### src/rtl/esp_tx_scheduler.sv
`timescale 1ns/1ps
// esp_tx_scheduler: round-robin arbiter that frames each request as header + payload
// and drives the shared ESP8266 SPI serializer one word at a time.
module esp_tx_scheduler #(
   parameter int NUM_REQ    = 3,
   parameter int DATA_WIDTH = 16,
   parameter int GAP_CYC    = 8,
   parameter int TIMEOUT    = 64
) (
   input  logic                          clk,
   input  logic                          reset_n,
   input  logic                          enable,
   input  logic [NUM_REQ-1:0]            req,
   input  logic [NUM_REQ*DATA_WIDTH-1:0] req_data,
   output logic [NUM_REQ-1:0]            ack,
   output logic                          spi_start,
   output logic [DATA_WIDTH-1:0]         spi_data,
   input  logic                          spi_done,
   output logic                          busy,
   output logic                          err,
   output logic [7:0]                    seq
);

   localparam int TW = $clog2(TIMEOUT + 1);
   localparam int GW = $clog2(GAP_CYC + 1);

   typedef enum logic [2:0] {
      IDLE     = 3'd0,
      HDR_SEND = 3'd1,
      HDR_WAIT = 3'd2,
      DAT_SEND = 3'd3,
      DAT_WAIT = 3'd4,
      GAP      = 3'd5
   } state_t;

   state_t                state, state_nxt;
   logic [3:0]            gnt, gnt_nxt;
   logic [3:0]            rr_ptr, rr_ptr_nxt;
   logic [DATA_WIDTH-1:0] payload, payload_nxt;
   logic [DATA_WIDTH-1:0] spi_data_nxt;
   logic [TW-1:0]         to_cnt, to_cnt_nxt;
   logic [GW-1:0]         gap_cnt, gap_cnt_nxt;
   logic [NUM_REQ-1:0]    ack_nxt;
   logic                  spi_start_nxt;
   logic                  err_nxt;
   logic [7:0]            seq_nxt;

   // First requester found walking upward from ptr, wrapping modulo NUM_REQ.
   function automatic logic [3:0] rr_pick(input logic [NUM_REQ-1:0] r, input logic [3:0] ptr);
      logic [3:0]         res;
      logic               found;
      logic [NUM_REQ-1:0] tmp;
      int                 idx;
      res   = ptr;
      found = 1'b0;
      for (int i = 0; i < NUM_REQ; i++) begin
         idx = (int'(ptr) + i) % NUM_REQ;
         tmp = r >> idx;
         if (!found && tmp[0]) begin
            res   = 4'(idx);
            found = 1'b1;
         end
      end
      return res;
   endfunction

   function automatic logic [3:0] rr_next(input logic [3:0] g);
      return (int'(g) == NUM_REQ - 1) ? 4'd0 : g + 4'd1;
   endfunction

   always_comb begin
      state_nxt     = state;
      gnt_nxt       = gnt;
      rr_ptr_nxt    = rr_ptr;
      payload_nxt   = payload;
      spi_data_nxt  = spi_data;
      to_cnt_nxt    = to_cnt;
      gap_cnt_nxt   = gap_cnt;
      ack_nxt       = '0;
      spi_start_nxt = 1'b0;
      err_nxt       = 1'b0;
      seq_nxt       = seq;

      case (state)
         IDLE: begin
            if (enable && (|req)) begin
               gnt_nxt     = rr_pick(req, rr_ptr);
               payload_nxt = DATA_WIDTH'(req_data >> (int'(gnt_nxt) * DATA_WIDTH));
               state_nxt   = HDR_SEND;
            end
         end
         HDR_SEND: begin
            spi_data_nxt  = DATA_WIDTH'({4'hA, gnt, seq});
            spi_start_nxt = 1'b1;
            to_cnt_nxt    = '0;
            state_nxt     = HDR_WAIT;
         end
         DAT_SEND: begin
            spi_data_nxt  = payload;
            spi_start_nxt = 1'b1;
            to_cnt_nxt    = '0;
            state_nxt     = DAT_WAIT;
         end
         HDR_WAIT, DAT_WAIT: begin
            // A done arriving on the timeout cycle still counts as success.
            if (spi_done) begin
               if (state == HDR_WAIT) begin
                  state_nxt = DAT_SEND;
               end else begin
                  ack_nxt     = NUM_REQ'(1) << gnt;
                  seq_nxt     = seq + 8'd1;
                  rr_ptr_nxt  = rr_next(gnt);
                  gap_cnt_nxt = '0;
                  state_nxt   = GAP;
               end
            end else if (to_cnt == TW'(TIMEOUT - 1)) begin
               err_nxt     = 1'b1;
               rr_ptr_nxt  = rr_next(gnt);
               gap_cnt_nxt = '0;
               state_nxt   = GAP;
            end else begin
               to_cnt_nxt = to_cnt + TW'(1);
            end
         end
         GAP: begin
            if (gap_cnt == GW'(GAP_CYC - 1)) begin
               state_nxt = IDLE;
            end else begin
               gap_cnt_nxt = gap_cnt + GW'(1);
            end
         end
         default: state_nxt = IDLE;
      endcase
   end

   always_ff @(posedge clk or negedge reset_n) begin
      if (!reset_n) begin
         state     <= IDLE;
         gnt       <= '0;
         rr_ptr    <= '0;
         spi_data  <= '0;
         to_cnt    <= '0;
         gap_cnt   <= '0;
         ack       <= '0;
         spi_start <= 1'b0;
         err       <= 1'b0;
         seq       <= '0;
      end else begin
         state     <= state_nxt;
         gnt       <= gnt_nxt;
         rr_ptr    <= rr_ptr_nxt;
         spi_data  <= spi_data_nxt;
         to_cnt    <= to_cnt_nxt;
         gap_cnt   <= gap_cnt_nxt;
         ack       <= ack_nxt;
         spi_start <= spi_start_nxt;
         err       <= err_nxt;
         seq       <= seq_nxt;
      end
   end

   // Payload is only consumed after a grant, so it needs no reset.
   always_ff @(posedge clk) begin
      payload <= payload_nxt;
   end

   assign busy = (state != IDLE);

endmodule
### config.mk
export PLATFORM = sky130hd
export DESIGN_NAME = esp_tx_scheduler
export DESIGN_NICKNAME = d
export VERILOG_FILES = /design/src/rtl/esp_tx_scheduler.sv
export SDC_FILE = /design/constraint.sdc
export NUM_CORES = 1
export LEC_CHECK = 0
export BUFFER_PORTS_ARGS = -buffer_cell sky130_fd_sc_hd__buf_2
export CORE_MARGIN = 2
export CORE_UTILIZATION = 58
export CTS_CLUSTER_DIAMETER = 50
export CTS_CLUSTER_SIZE = 10
export DETAILED_ROUTE_END_ITERATION = 10
export PLACE_DENSITY = 0.86
export SLEW_MARGIN = 10
export SYNTH_ARGS = -nofsm -noshare
export SYNTH_HDL_FRONTEND = slang
export SYNTH_SLANG_ARGS = --single-unit
### constraint.sdc
create_clock -name clk -period 6.2 [get_ports clk]
set_clock_uncertainty 0.15 [all_clocks]
set_input_delay 0.31 -clock clk [delete_from_list [all_inputs] [get_ports clk]]
set_output_delay 0.31 -clock clk [all_outputs]
set_load 0.1 [all_outputs]
* Yosys cells after proc, flatten, opt, wreduce, memory -nomap -nowiden
Index checks and enable logic that the tools add are counted.
** Word-level totals
- Bits in registers :: 67
- Input port bits :: 55
- Output and inout port bits :: 30
- Word-level logic and storage cells :: 99
** Operators by class
- $add $sub $neg :: 6
- Divide/modulo/power cells :: 3
- Eq/ne operators :: 16
- Shifts and indexed selects :: 5
- Mux-type cells :: 37
- Bitwise operators :: 1
- Reductions and logical operators :: 20
** Operators by type and width (number)
- $shr A3 B32 Y1 :: 3
- $mod A32 B3 Y32 const B :: 2
- $mux W4 :: 13
- $shr A48 B8 Y16 :: 1
- $mod A5 B3 Y32 const B :: 1
- $pmux W16 S2 :: 1
- $mux W3 :: 8
- $pmux W3 S5 :: 1
- $mux W7 :: 2
- $pmux W7 S2 :: 1
- $ne A2 B2 Y1 const B :: 6
- $reduce_and A3 Y1 :: 4
- $mux W1 :: 10
- $add A4 B1 Y4 const B :: 2
- $add A8 B1 Y8 const B :: 1
- $eq A4 B3 Y1 const B :: 2
- $pmux W4 S2 :: 1
- $reduce_bool A2 Y1 :: 4
- $add A7 B1 Y7 const B :: 1
- $eq A7 B6 Y1 const B :: 1
- $eq A3 B2 Y1 const B :: 2
- $eq A3 B3 Y1 const B :: 2
- $ne A3 B3 Y1 const B :: 2
- $add A4 B1 Y5 const B :: 1
- other kinds (12) :: 16

* Logic depth before layout (Yosys ltp)
Gate-level depths: netlist (run 1).
- Depth after elaboration :: 16
- Depth in mapped cells :: 26

* Least setup slack after synthesis (run 1)
No wires, ideal clock.
- Path kind :: reg-to-reg
- From :: register rr_ptr[1]
- To :: register payload[0], data pin
- Setup time :: 0.257 ns
- Arrival time :: 5.168 ns
- Required time :: 5.793 ns
- Slack :: 0.626 ns
- Cell stages (with the launch flop) :: 27
- Path buffers :: 5
- Clock period less this slack :: 5.574 ns
- Cell sequence :: dfrtp_1 > ha_1 > buf_6 > a21bo_4 > nand2_1 > ha_1 > nand4b_1 > a21oi_2 > or3_1 > buf_2 > inv_1 > ha_1 > buf_1 > a311o_1 > or3_1 > and2_1 > ha_1 > a41oi_1 > o21a_4 > mux2i_1 > o311ai_4 > o211a_1 > o22ai_1 > buf_6 > buf_6 > mux2i_1 > o2bb2ai_1
** On the way
- Word-level cells in the longest chain between the ends :: 16
** Ends and longest elaborated chain
- start, declared :: RTL line 38 : logic [3:0] rr_ptr, rr_ptr_nxt;
- start signal, assigned :: RTL line 151 : rr_ptr <= rr_ptr_nxt;
- parallel branches: the longest is 12 deep, another holds $mod A32 B3 Y32
- $mux W4 (*) :: RTL line 59 : if (!found && tmp[0]) begin
- $mux W4 (*) :: RTL line 86 : if (enable && (|req)) begin
- $mux W4 (*) :: RTL line 84 : case (state)
- $shr A48 B8 Y16 (*) :: RTL line 88 : payload_nxt = DATA_WIDTH'(req_data >> (int'(gnt_nxt) * DATA_WIDTH));
- end signal, assigned :: RTL line 164 : payload <= payload_nxt;
- end, declared :: RTL line 39 : logic [DATA_WIDTH-1:0] payload, payload_nxt;
Every way passes the cells marked *. The select of a mux whose other input is x is not followed.
A chain may end at the register's enable or synchronous reset.

* Final worst setup path (run 1)
- From :: register rr_ptr[1]
- To :: register payload[11], data pin
The elaborated chain is that of the path after synthesis.

==> Flow_metrics.wiki, run 1 <==
{| class="wikitable"
! Metric !! Value
|-
| Pre-Repair DR Iteration Count || 5
|-
| CP max stage cell || dfrtp_1
|-
| Post-route setup TNS || 0 ns
|-
| Post-synthesis share of cell area spent on full adders, half adders and majority gates || 4.70%
|-
| Routed length on met3 || about 720 um
|-
| CTS buffer count || 9
|-
| Remaining antenna violation count || 0
|-
| Total of max-cap violations || 0
|-
| Worst Path Arrival || between 5 and 6 ns
|-
| Total number of clock tree sinks || 67
|-
| Ports || 85
|-
| RR Endpoint || payload[11]
|-
| Register area share after synthesis || a little over a third
|-
| Area inside the core boundary || approximately 0.0086 mm2
|-
| Setup repair after global routing missed its margin || false
|-
| Total setup violations reported at the end of the flow || 0
|-
| Class of the worst hold path || input port to asynchronous set/reset pin
|-
| Via count of the first global-routing pass || 4,383
|-
| Outcome || finished, final reports clean
|-
| Synth top area cells || dfrtp_1, edfxtp_1, mux2i_1
|-
| Vias after detailed routing || about 4,500
|-
| Number of design-rule violations left by the first detailed-router iteration || approximately 340
|-
| Global-route wire length before repair || between 20,000 and 25,000 um
|-
| Post-synthesis to final-layout area growth || 12.8%
|-
| Distinct cells, synth || 88
|-
| Worst slew margin relative to its limit || between 20% and 30%
|-
| Fraction of synthesized cell area taken by the top area cell type || 25.2%
|-
| Clock tree from TritonCTS || yes
|-
| Root cell of the clock tree || clkbuf_8
|-
| Critical path data required time || around 6.2 ns
|-
| Fin crit share || 94.8%
|-
| Top routing layer in use || met4
|-
| Initial antenna violation count || 0
|-
| RePlAce Congestion || approximately 1.0
|-
| Fraction of layout cells with a size suffix above 1 || around a quarter
|-
| Depth of the worst register-to-register path || 20
|-
| Worst-path fanout max || 18
|-
| H-Tree Depth || 3
|-
| Post-Syn Nets || a little over 600
|-
| Number of max-slew violations in the final report || 0
|-
| Met2 routed WL || slightly above 6000 um
|-
| Start-to-end type of the worst setup path || register to register
|-
| Placed wire-length estimate after detailed placement || around 9500 um
|-
| Overall routed net length || between 10,000 and 15,000 um
|-
| Most common library cell in the layout ignoring fill and taps || buf_2
|-
| CP endpoint kind || register
|-
| Hold violation total from the final report || 0
|-
| Max incr delay on CP || roughly 0.52 ns
|-
| Synthesis-stage register bit count || 67
|-
| Vertical die dimension || roughly 97 um
|-
| Upper clock frequency limit || 170 MHz
|-
| Primary FF master, synth || dfrtp_1
|-
| Number of I/O port buffers || 84
|-
| Hold bufs inserted after CTS || 0
|-
| Post-synth design cell area || roughly 0.0051 mm2
|-
| DRC violation count after routing || 0
|-
| Most Frequent Cell on Critical Path || ha_1
|-
| Yosys warns || 0
|-
| CTS Buffer Depth || 2
|-
| Largest net degree at the start of global routing || 52
|-
| Dominant combinational cell family by area after synthesis || compound AO/OA/AOI/OAI gates
|-
| Multiplexer share of the synthesized area || about a tenth
|-
| Aggregate global-route resource usage || 27.3%
|-
| CP top delay family || compound AO/OA/AOI/OAI gates
|-
| Min cycle time layout || just under 6 ns
|-
| Startpoint of the worst register-to-register path || rr_ptr[1]
|-
| DRT met1 WL || ~5400 um
|-
| Starting density of the core || roughly three fifths
|-
| Number of vias per cell after detailed routing || just over 6
|-
| Worst-case register-to-register setup slack || about 0.32 ns
|-
| Compound-cell area share of the yosys netlist || between 20 and 25%
|-
| Clock insertion delay at the later pin of the skew report || 0.35 ns
|-
| Synthesized area divided by synthesized cell count || between 9 and 10 um2
|-
| Total congestion overflow after global routing || 0
|-
| Post-detailed-route wirelength per cell || about 17 um
|-
| Kind of launch point of the worst setup path || register
|-
| Die footprint || 0.00949 mm2
|-
| Nets@finish || 686
|-
| Worst-margin pin slew || approximately 1.1 ns
|-
| Commonest cells after routing, fill and taps aside || buf_2, dfrtp_1, nand2_1, nor2_1, mux2i_1
|-
| Proportion of register bits with asynchronous set or reset after synthesis || 76.1%
|-
| Post-synthesis simple-gate area fraction || 20.0%
|-
| Largest area contributor in the synthesized netlist || dfrtp_1
|-
| Cell Rows || 34
|-
| Clock-pin slew reported for the worst setup and hold paths after clock tree synthesis || around 0.070 ns
|-
| Worst path cell trace || ha_1, xor2_1, ha_1, or3b_1, a211o_1, ha_1, a211o_1, xnor2_1, ha_1, o21ai_0, nor3b_1, a32oi_1, nor4_1, o32a_1, o211a_1, o22ai_2, buf_12, a21oi_4, buf_12, o2bb2ai_1
|-
| Xor/xnor cell area share of the yosys netlist || between 3 and 4%
|-
| Die extent in x || 97.4 um
|-
| Inserted Diodes || 0
|-
| Number of standard cells after synthesis || between 500 and 600
|-
| Crit path buffers/inverters || 2
|-
| EDFF count, synth || 16
|}
cells in the mapped netlist (3+ instances only):
| cell type | n |
|---|---|
| buf_1 | 3 |
| buf_2 | 3 |
| a211oi_1 | 5 |
| inv_1 | 18 |
| and2_1 | 5 |
| clkbuf_1 | 8 |
| xor2_1 | 9 |
| a22o_1 | 4 |
| o22ai_1 | 3 |
| o21bai_1 | 3 |
| xnor2_1 | 12 |
| nor4_1 | 4 |
| a31oi_1 | 9 |
| o211a_1 | 4 |
| nor2_1 | 42 |
| a21oi_1 | 11 |
| mux2i_1 | 36 |
| ha_1 | 19 |
| o31ai_1 | 3 |
| nand3_1 | 18 |
| nor3_1 | 13 |
| nand3b_1 | 3 |
| nand2_1 | 50 |
| mux2_2 | 4 |
| buf_6 | 11 |
| o21ai_0 | 34 |
| o211ai_1 | 5 |
| nor3b_1 | 3 |
| o2bb2ai_1 | 15 |
| nand2b_1 | 11 |
| a21o_1 | 5 |
| a211o_1 | 4 |
| o21ai_1 | 3 |
| and3_1 | 9 |
| nor2b_1 | 10 |
| nand4_1 | 4 |
| edfxtp_1 | 16 |
| or3_1 | 5 |
| a211oi_2 | 3 |
| dfrtp_1 | 51 |
registers in the layout, summed over array words and instances, names as in the netlist:
register / count
spi_data: 16
state: 3
gnt: 4
ack: 3
err: 1
payload: 16
rr_ptr: 4
seq: 8
to_cnt: 7
spi_start: 1
gap_cnt: 4
what timing repair did:
item,CTS,global route
resized for setup,0,1
setup buffers,0,1
hold endpoints to repair,0,0
endpoints found under the setup margin,0,16
metal layers:
layer,global-route usage (%),up-vias
met5,0,-
met4,7.80,0
met3,4.82,22
met2,46.7,172
met1,35.7,2144
li1,-,2134
cell families (layout without fill, tap and decap cells):
| family | count (synthesis) | after routing |
|---|---|---|
| flops | 67 | 67 |
| compound gates | 140 | 140 |
| buf+inv | 47 | 130 |
| simple gates | 194 | 194 |
| fa+ha+maj | 19 | 19 |
| mux | 45 | 45 |
| xor+xnor | 22 | 22 |
how the worst max path moves through the flow:
stage | from | end | slack (ns) | cells past startpoint
finish | rr_ptr[1] | payload[11] | 0.32 | 20
CTS | rr_ptr[1] | payload[11] | 0.35 | 21
global placement | rr_ptr[1] | payload[6] | 0.66 | 19
global route | rr_ptr[1] | payload[11] | 0.03 | 20
floorplan | rr_ptr[1] | payload[0] | 0.63 | 26
detailed placement | rr_ptr[1] | payload[11] | 0.40 | 21
worst register-to-register path, delay by kind of cell (launching register included):
| family | cells | cell delay [ns] |
|---|---|---|
| AO/OA/AOI/OAI | 9 | 1.85 |
| adder cells (fa/ha/maj) | 4 | 1.39 |
| AND/OR/NAND/NOR | 3 | 0.98 |
| flip-flops | 1 | 0.52 |
| XOR/XNOR | 2 | 0.50 |
| buffers and inverters | 2 | 0.34 |
stage by stage:
stage	hold slack (ns)	setup WS, ns	cells	area, um2	utilization, %
final	0.0235	0.320	725	5710	66.4
after global routing	0.0826	0.0304	725	5710	66.4
after CTS	0.0402	0.348	724	5690	66.2
after detailed placement	0.306	0.398	708	5500	64.0
after global placement	0.301	0.659	708	5500	64.0
after floorplan	-0.136	0.626	534	5060	-
cell type report:
type / count / area (um2)
multi-input cells: 420 / 3030
fillers: 680 / 2880
flip-flops and latches: 67 / 1760
repair buffers: 95 / 528
clock buffers: 11 / 153
well taps: 108 / 135
inverters: 19 / 71.3
clock inverters: 5 / 35.0
Power of run 1 is not shown: default switching activity piles up to over one toggle a cycle in this logic, so the estimate is an artifact.
==> inputs of run 2 (changes only) <==
Settings changed: CORE_MARGIN 2 to 1.
==> run 2 against run 1 <==
Setup slack lost 0.0014 ns. Critical path type unchanged. Critical path depth is the same. First-iteration DRC count shrank 8.4%. Routed wire length shrank 0.21%. Core utilization grew 2.0 points. Cell area is essentially flat. Final cell count shrank 0.41%. Sequential cell count is the same. Sequential share of layout area is essentially flat. Die area shrank 4.1%. Register-to-register slack is essentially flat. Worst hold slack gained 0.071 ns.
==> Flow_metrics.wiki, run 2 (synthesis gave the netlist of run 1 again) <==
{| class="wikitable"
! Metric !! Value
|-
| Post-detailed-route wirelength per cell || 17.3 um (about the same)
|-
| CP endpoint kind || register (unchanged)
|-
| Overall routed net length || 12,500 um (about the same)
|-
| Upper clock frequency limit || 170 MHz (about the same)
|-
| Die extent in x || 95.4 um (was 97.4 um)
|-
| Startpoint of the worst register-to-register path || rr_ptr[3] (was rr_ptr[1])
|-
| Global-route wire length before repair || 19,700 um (was 21,200 um)
|-
| Number of max-slew violations in the final report || 0 (unchanged)
|-
| Number of I/O port buffers || 84 (unchanged)
|-
| Vias after detailed routing || 4,443 (was 4,472)
|-
| Starting density of the core || 60.7% (was 58.9%)
|-
| Inserted Diodes || 0 (unchanged)
|-
| Ports || 85 (unchanged)
|-
| CTS buffer count || 9 (unchanged)
|-
| Total congestion overflow after global routing || 0 (unchanged)
|-
| Minimum setup slack after placement || 0.214 ns (was 0.398 ns)
|-
| Origin of the worst min-delay path || req_data[41]
|-
| Commonest cells after routing, fill and taps aside || buf_2, dfrtp_1, nand2_1, nor2_1, mux2i_1 (unchanged)
|-
| Routed length on met3 || 681 um (was 720 um)
|-
| Top routing layer in use || met4 (unchanged)
|-
| Root cell of the clock tree || clkbuf_8 (unchanged)
|-
| Post-synthesis to final-layout area growth || 12.9% (was 12.8%)
|-
| Clock insertion delay at the later pin of the skew report || 0.34 ns (was 0.35 ns)
|-
| DRT met1 WL || 5710 um (was 5420 um)
|-
| Post-route setup TNS || 0 ns (unchanged)
|-
| Number of design-rule violations left by the first detailed-router iteration || 315 (was 344)
|-
| Clock tree from TritonCTS || yes (unchanged)
|-
| Top Registers || payload (16), spi_data (16), seq (8) (unchanged)
|-
| Worst-case register-to-register setup slack || 0.32 ns (about the same)
|-
| Setup slack after layout || 0.318 ns (was 0.320 ns)
|-
| CTS Buffer Depth || 2 (unchanged)
|-
| Filler cells || 670 (was 680)
|-
| Initial antenna violation count || 0 (unchanged)
|-
| Largest net degree at the start of global routing || 52 (unchanged)
|-
| Clock-pin slew reported for the worst setup and hold paths after clock tree synthesis || 0.08 ns (was 0.07 ns)
|-
| Start-to-end type of the worst setup path || register to register (unchanged)
|-
| Die footprint || 0.00910 mm2 (was 0.00949 mm2)
|-
| Hold violation total from the final report || 0 (unchanged)
|-
| Critical path data required time || 6.24 ns (about the same)
|-
| Worst slew margin relative to its limit || 35.9% (was 25.9%)
|-
| H-Tree Depth || 3 (unchanged)
|-
| Nets@finish || 686 (unchanged)
|-
| Class of the worst hold path || input port to register (was input port to asynchronous set/reset pin)
|-
| RR Endpoint || payload[14] (was payload[11])
|-
| Pre-Repair DR Iteration Count || 5 (unchanged)
|-
| Worst-path fanout max || 15 (was 18)
|-
| Total of max-cap violations || 0 (unchanged)
|-
| Aggregate global-route resource usage || 27.9% (was 27.3%)
|-
| Worst Path Arrival || 5.92 ns (about the same)
|-
| Area inside the core boundary || 0.00834 mm2 (was 0.00859 mm2)
|-
| Min cycle time layout || 5.88 ns (about the same)
|-
| Cell Count, Final, Fillers Out || 722 (was 725)
|-
| Total number of clock tree sinks || 67 (unchanged)
|-
| Number of vias per cell after detailed routing || 6.15 (was 6.17)
|-
| Setup repair after global routing missed its margin || false (unchanged)
|-
| Fraction of layout cells with a size suffix above 1 || 23.7% (was 23.5%)
|-
| Number of placed cells counting well taps || 704 (was 708)
|-
| Depth of the worst register-to-register path || 20 (unchanged)
|-
| Remaining antenna violation count || 0 (unchanged)
|-
| Via count of the first global-routing pass || 4,056 (was 4,383)
|-
| Kind of launch point of the worst setup path || register (unchanged)
|-
| Vertical die dimension || 95.4 um (was 97.4 um)
|-
| DRC violation count after routing || 0 (unchanged)
|-
| Worst setup path startpoint || rr_ptr[3] (was rr_ptr[1])
|-
| Met2 routed WL || 6000 um (was 6210 um)
|-
| Worst hold endpoint || payload[9]
|-
| RePlAce Congestion || 0.920 (was 0.998)
|-
| Most common library cell in the layout ignoring fill and taps || buf_2 (unchanged)
|-
| Outcome || finished, final reports clean (unchanged)
|-
| Final worst hold slack || 0.0942 ns (was 0.0235 ns)
|-
| Cell Rows || 33 (was 34)
|-
| Number of instances on the worst hold path || 2
|-
| Worst-margin pin slew || 0.961 ns (was 1.11 ns)
|-
| Total setup violations reported at the end of the flow || 0 (unchanged)
|-
| Placed wire-length estimate after detailed placement || 9200 um (was 9520 um)
|-
| Fin crit share || 94.9% (was 94.8%)
|}
## run 2: cell count changes in the layout (fill, tap and decap cells not counted), sizes merged
cell	delta
inv	+1
clkbuf	-1
dlygate4sd3	+1
buf	-1
bufinv	+1
clkinvlp	-1
## run 2: worst max-delay path by stage
stage,slack (ns),to,cells past startpoint
2_1_floorplan,0.63,payload[0],26
3_3_place_gp,0.45,payload[13],21
3_5_place_dp,0.21,payload[1],21
4_1_cts,0.17,payload[14],21
5_1_grt,0.09,payload[7],21
6_report,0.32,payload[14],20
## run 2: stage by stage
step | cell area [um2] | util [%]
floorplan | 5060 | -
global placement | 5480 | 65.6
detailed placement | 5480 | 65.6
CTS | 5670 | 67.9
global route | 5710 | 68.5
finish | 5710 | 68.5
## run 2: critical path, stage by stage, from the launching register on
cell	delay [ns]
dfrtp_1	0.55
buf_4	0.26
xor2_1	0.20
ha_1	0.32
or3b_1	0.41
a211o_1	0.39
ha_1	0.30
a211o_1	0.29
xnor2_1	0.29
ha_1	0.38
o21ai_0	0.36
nor3b_1	0.27
a32oi_1	0.17
nor4_1	0.26
o32a_1	0.23
o211a_1	0.16
o22ai_2	0.08
buf_4	0.20
a21oi_4	0.16
buf_12	0.16
o2bb2ai_1	0.12
## run 2: area by class of cell
cell class / instances / area, um2 / area share [%]
Sequential cell: 67 / 1760 / 30.8
Inverter: 19 / 71.3 / 1.25
Timing Repair Buffer: 95 / 520 / 9.11
Clock inverter: 6 / 63.8 / 1.12
Clock buffer: 10 / 128 / 2.23
Tap cell: 105 / 131 / 2.30
Multi-Input combinational cell: 420 / 3040 / 53.2
## run 2: timing repair
item | in CTS | in global routing
hold buffers | 0 | 1
endpoints found under the setup margin | 0 | 16
setup buffers | 0 | 1
gates resized for setup | 0 | 3
hold endpoints to repair | 0 | 51
## run 2: routing by layer
layer  up-vias  global-route usage (%)
li1       2133                       -
met4         0                    6.22
met5         -                       0
met2       141                    45.1
met1      2154                    38.6
met3        15                    5.34
Power of run 2 is left out for the same reason.
==> inputs of run 3 (changes only) <==
Settings changed: RECOVER_POWER set to 100.
==> run 3 against run 2 <==
Setup slack better by 0.010 ns. Largest cell class unchanged. Sequential share of layout area increased by 0.27 points. The run now ends with capacitance limit, slew limit left. Worst hold slack better by 0.0057 ns. Clock-buffer cell count is the same. Critical path type unchanged. Sequential cell count did not move.
==> Flow_metrics.wiki, run 3 (synthesis gave the netlist of run 1 again) <==
{| class="wikitable"
! Metric !! Value
|-
| Outcome || complete, but fails checks (was finished, final reports clean)
|-
| Violations in the final reports || capacitance limit, slew limit
|-
| Kind of launch point of the worst setup path || register (unchanged)
|-
| Top Registers || payload (16), spi_data (16), seq (8) (unchanged)
|-
| CP endpoint kind || register (unchanged)
|-
| Number of vias per cell after detailed routing || 6.20 (was 6.15)
|-
| Worst path cell trace || buf_4, xor2_1, ha_1, or3b_1, a211o_1, ha_1, a211o_1, xnor2_1, ha_1, o21ai_0, nor3b_1, a32oi_1, nor4_1, o32a_1, o211a_1, o22ai_2, buf_4, a21oi_2, buf_12, o2bb2ai_1 (was buf_4, xor2_1, ha_1, or3b_1, a211o_1, ha_1, a211o_1, xnor2_1, ha_1, o21ai_0, nor3b_1, a32oi_1, nor4_1, o32a_1, o211a_1, o22ai_2, buf_4, a21oi_4, buf_12, o2bb2ai_1)
|-
| Die footprint || 0.00910 mm2 (unchanged)
|-
| Number of design-rule violations left by the first detailed-router iteration || 321 (was 315)
|-
| Total setup violations reported at the end of the flow || 0 (unchanged)
|-
| Worst-path fanout max || 15 (unchanged)
|-
| Die extent in x || 95.4 um (unchanged)
|-
| Root cell of the clock tree || clkbuf_8 (unchanged)
|-
| Nets@finish || 686 (unchanged)
|-
| Largest net degree at the start of global routing || 52 (unchanged)
|-
| Remaining antenna violation count || 0 (unchanged)
|-
| Aggregate global-route resource usage || 27.9% (unchanged)
|-
| H-Tree Depth || 3 (unchanged)
|-
| Inserted Diodes || 0 (unchanged)
|-
| Worst hold endpoint || payload[9] (unchanged)
|-
| Startpoint of the worst register-to-register path || rr_ptr[3] (unchanged)
|-
| Vias after detailed routing || 4,478 (was 4,443)
|-
| Clock-pin slew reported for the worst setup and hold paths after clock tree synthesis || 0.08 ns (about the same)
|-
| Worst-case register-to-register setup slack || 0.33 ns (was 0.32 ns)
|-
| Most common library cell in the layout ignoring fill and taps || buf_2 (unchanged)
|-
| Class of the worst hold path || input port to register (unchanged)
|-
| Cell Rows || 33 (unchanged)
|-
| CTS buffer count || 9 (unchanged)
|-
| Number of I/O port buffers || 84 (unchanged)
|-
| Total congestion overflow after global routing || 0 (unchanged)
|-
| Utilization after layout || 67.9% (was 68.5%)
|-
| CTS Buffer Depth || 2 (unchanged)
|-
| CP max stage cell || dfrtp_1 (unchanged)
|-
| Ports || 85 (unchanged)
|-
| Number of max-slew violations in the final report || 52 (was 0)
|-
| Area inside the core boundary || 0.00834 mm2 (unchanged)
|-
| Pre-Repair DR Iteration Count || 5 (unchanged)
|-
| Critical path data required time || 6.23 ns (was 6.24 ns)
|-
| DRC violation count after routing || 0 (unchanged)
|-
| Fin crit share || 94.7% (was 94.9%)
|-
| RR Endpoint || payload[14] (unchanged)
|-
| Worst-margin pin slew || 2.65 ns (was 0.961 ns)
|-
| Number of instances on the worst hold path || 2 (unchanged)
|-
| Post-synthesis to final-layout area growth || 11.9% (was 12.9%)
|-
| Vertical die dimension || 95.4 um (unchanged)
|-
| Via count of the first global-routing pass || 4,056 (unchanged)
|-
| Upper clock frequency limit || 170 MHz (about the same)
|-
| Overall routed net length || 12,500 um (about the same)
|-
| Worst Path Arrival || 5.91 ns (was 5.92 ns)
|-
| Fraction of layout cells with a size suffix above 1 || 18.6% (was 23.7%)
|-
| Max incr delay on CP || 0.54 ns (was 0.55 ns)
|-
| Filler cells || 683 (was 670)
|-
| Start-to-end type of the worst setup path || register to register (unchanged)
|-
| Clock tree from TritonCTS || yes (unchanged)
|-
| Initial antenna violation count || 0 (unchanged)
|-
| Post-placement cell area || 0.00548 mm2 (unchanged)
|-
| Min cycle time layout || 5.87 ns (was 5.88 ns)
|-
| Global-route wire length before repair || 19,700 um (unchanged)
|-
| Hold violation total from the final report || 0 (unchanged)
|-
| Total of max-cap violations || 1 (was 0)
|-
| Setup repair after global routing missed its margin || false (unchanged)
|-
| Post-detailed-route wirelength per cell || 17.3 um (about the same)
|-
| RePlAce Congestion || 0.920 (unchanged)
|-
| Post-route setup TNS || 0 ns (unchanged)
|-
| Total non-filler cell area in the finished layout || 0.00566 mm2 (was 0.00571 mm2)
|-
| Depth of the worst register-to-register path || 20 (unchanged)
|-
| Placed wire-length estimate after detailed placement || 9200 um (unchanged)
|-
| Total number of clock tree sinks || 67 (unchanged)
|-
| Origin of the worst min-delay path || req_data[41] (unchanged)
|-
| Worst slew margin relative to its limit || -76.9% (was 35.9%)
|-
| Commonest cells after routing, fill and taps aside || buf_2, dfrtp_1, nand2_1, nor2_1, mux2i_1 (unchanged)
|-
| Starting density of the core || 60.7% (unchanged)
|-
| Clock insertion delay at the later pin of the skew report || 0.34 ns (about the same)
|-
| Most Frequent Cell on Critical Path || ha_1 (unchanged)
|}
==> run 3: changes by cell type in the layout (fill, tap and decap cells not counted) <==
cell,before,now
buf_2,83,53
a21oi_2,2,3
and2_1,5,4
clkbuf_1,1,32
a21oi_4,1,0
buf_4,10,9
and2_0,0,1
==> run 3: layer usage <==
| metal | wire [um] | GRT usage (%) | part of all wire, % | vias up |
|---|---|---|---|---|
| li1 | - | - | - | 2138 |
| met1 | 5550 | 38.6 | 44 | 2173 |
| met2 | 6000 | 45.1 | 48 | 152 |
| met3 | 809 | 5.34 | 6.5 | 15 |
| met4 | 143 | 6.22 | 1.1 | 0 |
| met5 | 0 | 0 | 0 | - |
==> run 3: metrics by stage <==
step	worst slack, ns	instances	hold WS (ns)
2_1_floorplan	0.626	534	-0.136
3_3_place_gp	0.446	704	0.303
3_5_place_dp	0.214	704	0.313
4_1_cts	0.173	720	0.0559
5_1_grt	0.0464	722	0.0826
6_report	0.329	722	0.0999
==> run 3: cell type report <==
| type | instances | area, um2 | area share, % |
|---|---|---|---|
| clock buffer | 10 | 128 | 2.25 |
| clock inverter | 6 | 63.8 | 1.13 |
| inverter | 19 | 71.3 | 1.26 |
| multi-input combinational | 420 | 3030 | 53.5 |
| sequential | 67 | 1760 | 31.0 |
| tap | 105 | 131 | 2.32 |
| timing repair buffer | 95 | 479 | 8.46 |
==> run 3: worst max-delay path: cells and delay by family (launching register included) <==
| family | cells | cell delay, ns |
|---|---|---|
| fa+ha+maj | 3 | 1.00 |
| xor+xnor | 2 | 0.49 |
| buf+inv | 3 | 0.63 |
| flops | 1 | 0.54 |
| compound gates | 9 | 1.97 |
| simple gates | 3 | 0.90 |
==> run 3: how the worst max path moves through the flow <==
stage / endpoint / slack [ns] / startpoint
2_1_floorplan: payload[0] / 0.63 / rr_ptr[1]
3_5_place_dp: payload[1] / 0.21 / rr_ptr[1]
6_report: payload[14] / 0.33 / rr_ptr[3]
3_3_place_gp: payload[13] / 0.45 / rr_ptr[1]
5_1_grt: payload[7] / 0.05 / rr_ptr[1]
4_1_cts: payload[14] / 0.17 / rr_ptr[1]
==> run 3: repair_timing <==
item | in CTS | in global routing
endpoints found under the setup margin | 0 | 16
hold endpoints to repair | 0 | 51
resized for setup | 0 | 3
hold buffers | 0 | 1
buffers inserted | 0 | 1
Power of run 3 is left out for the same reason.
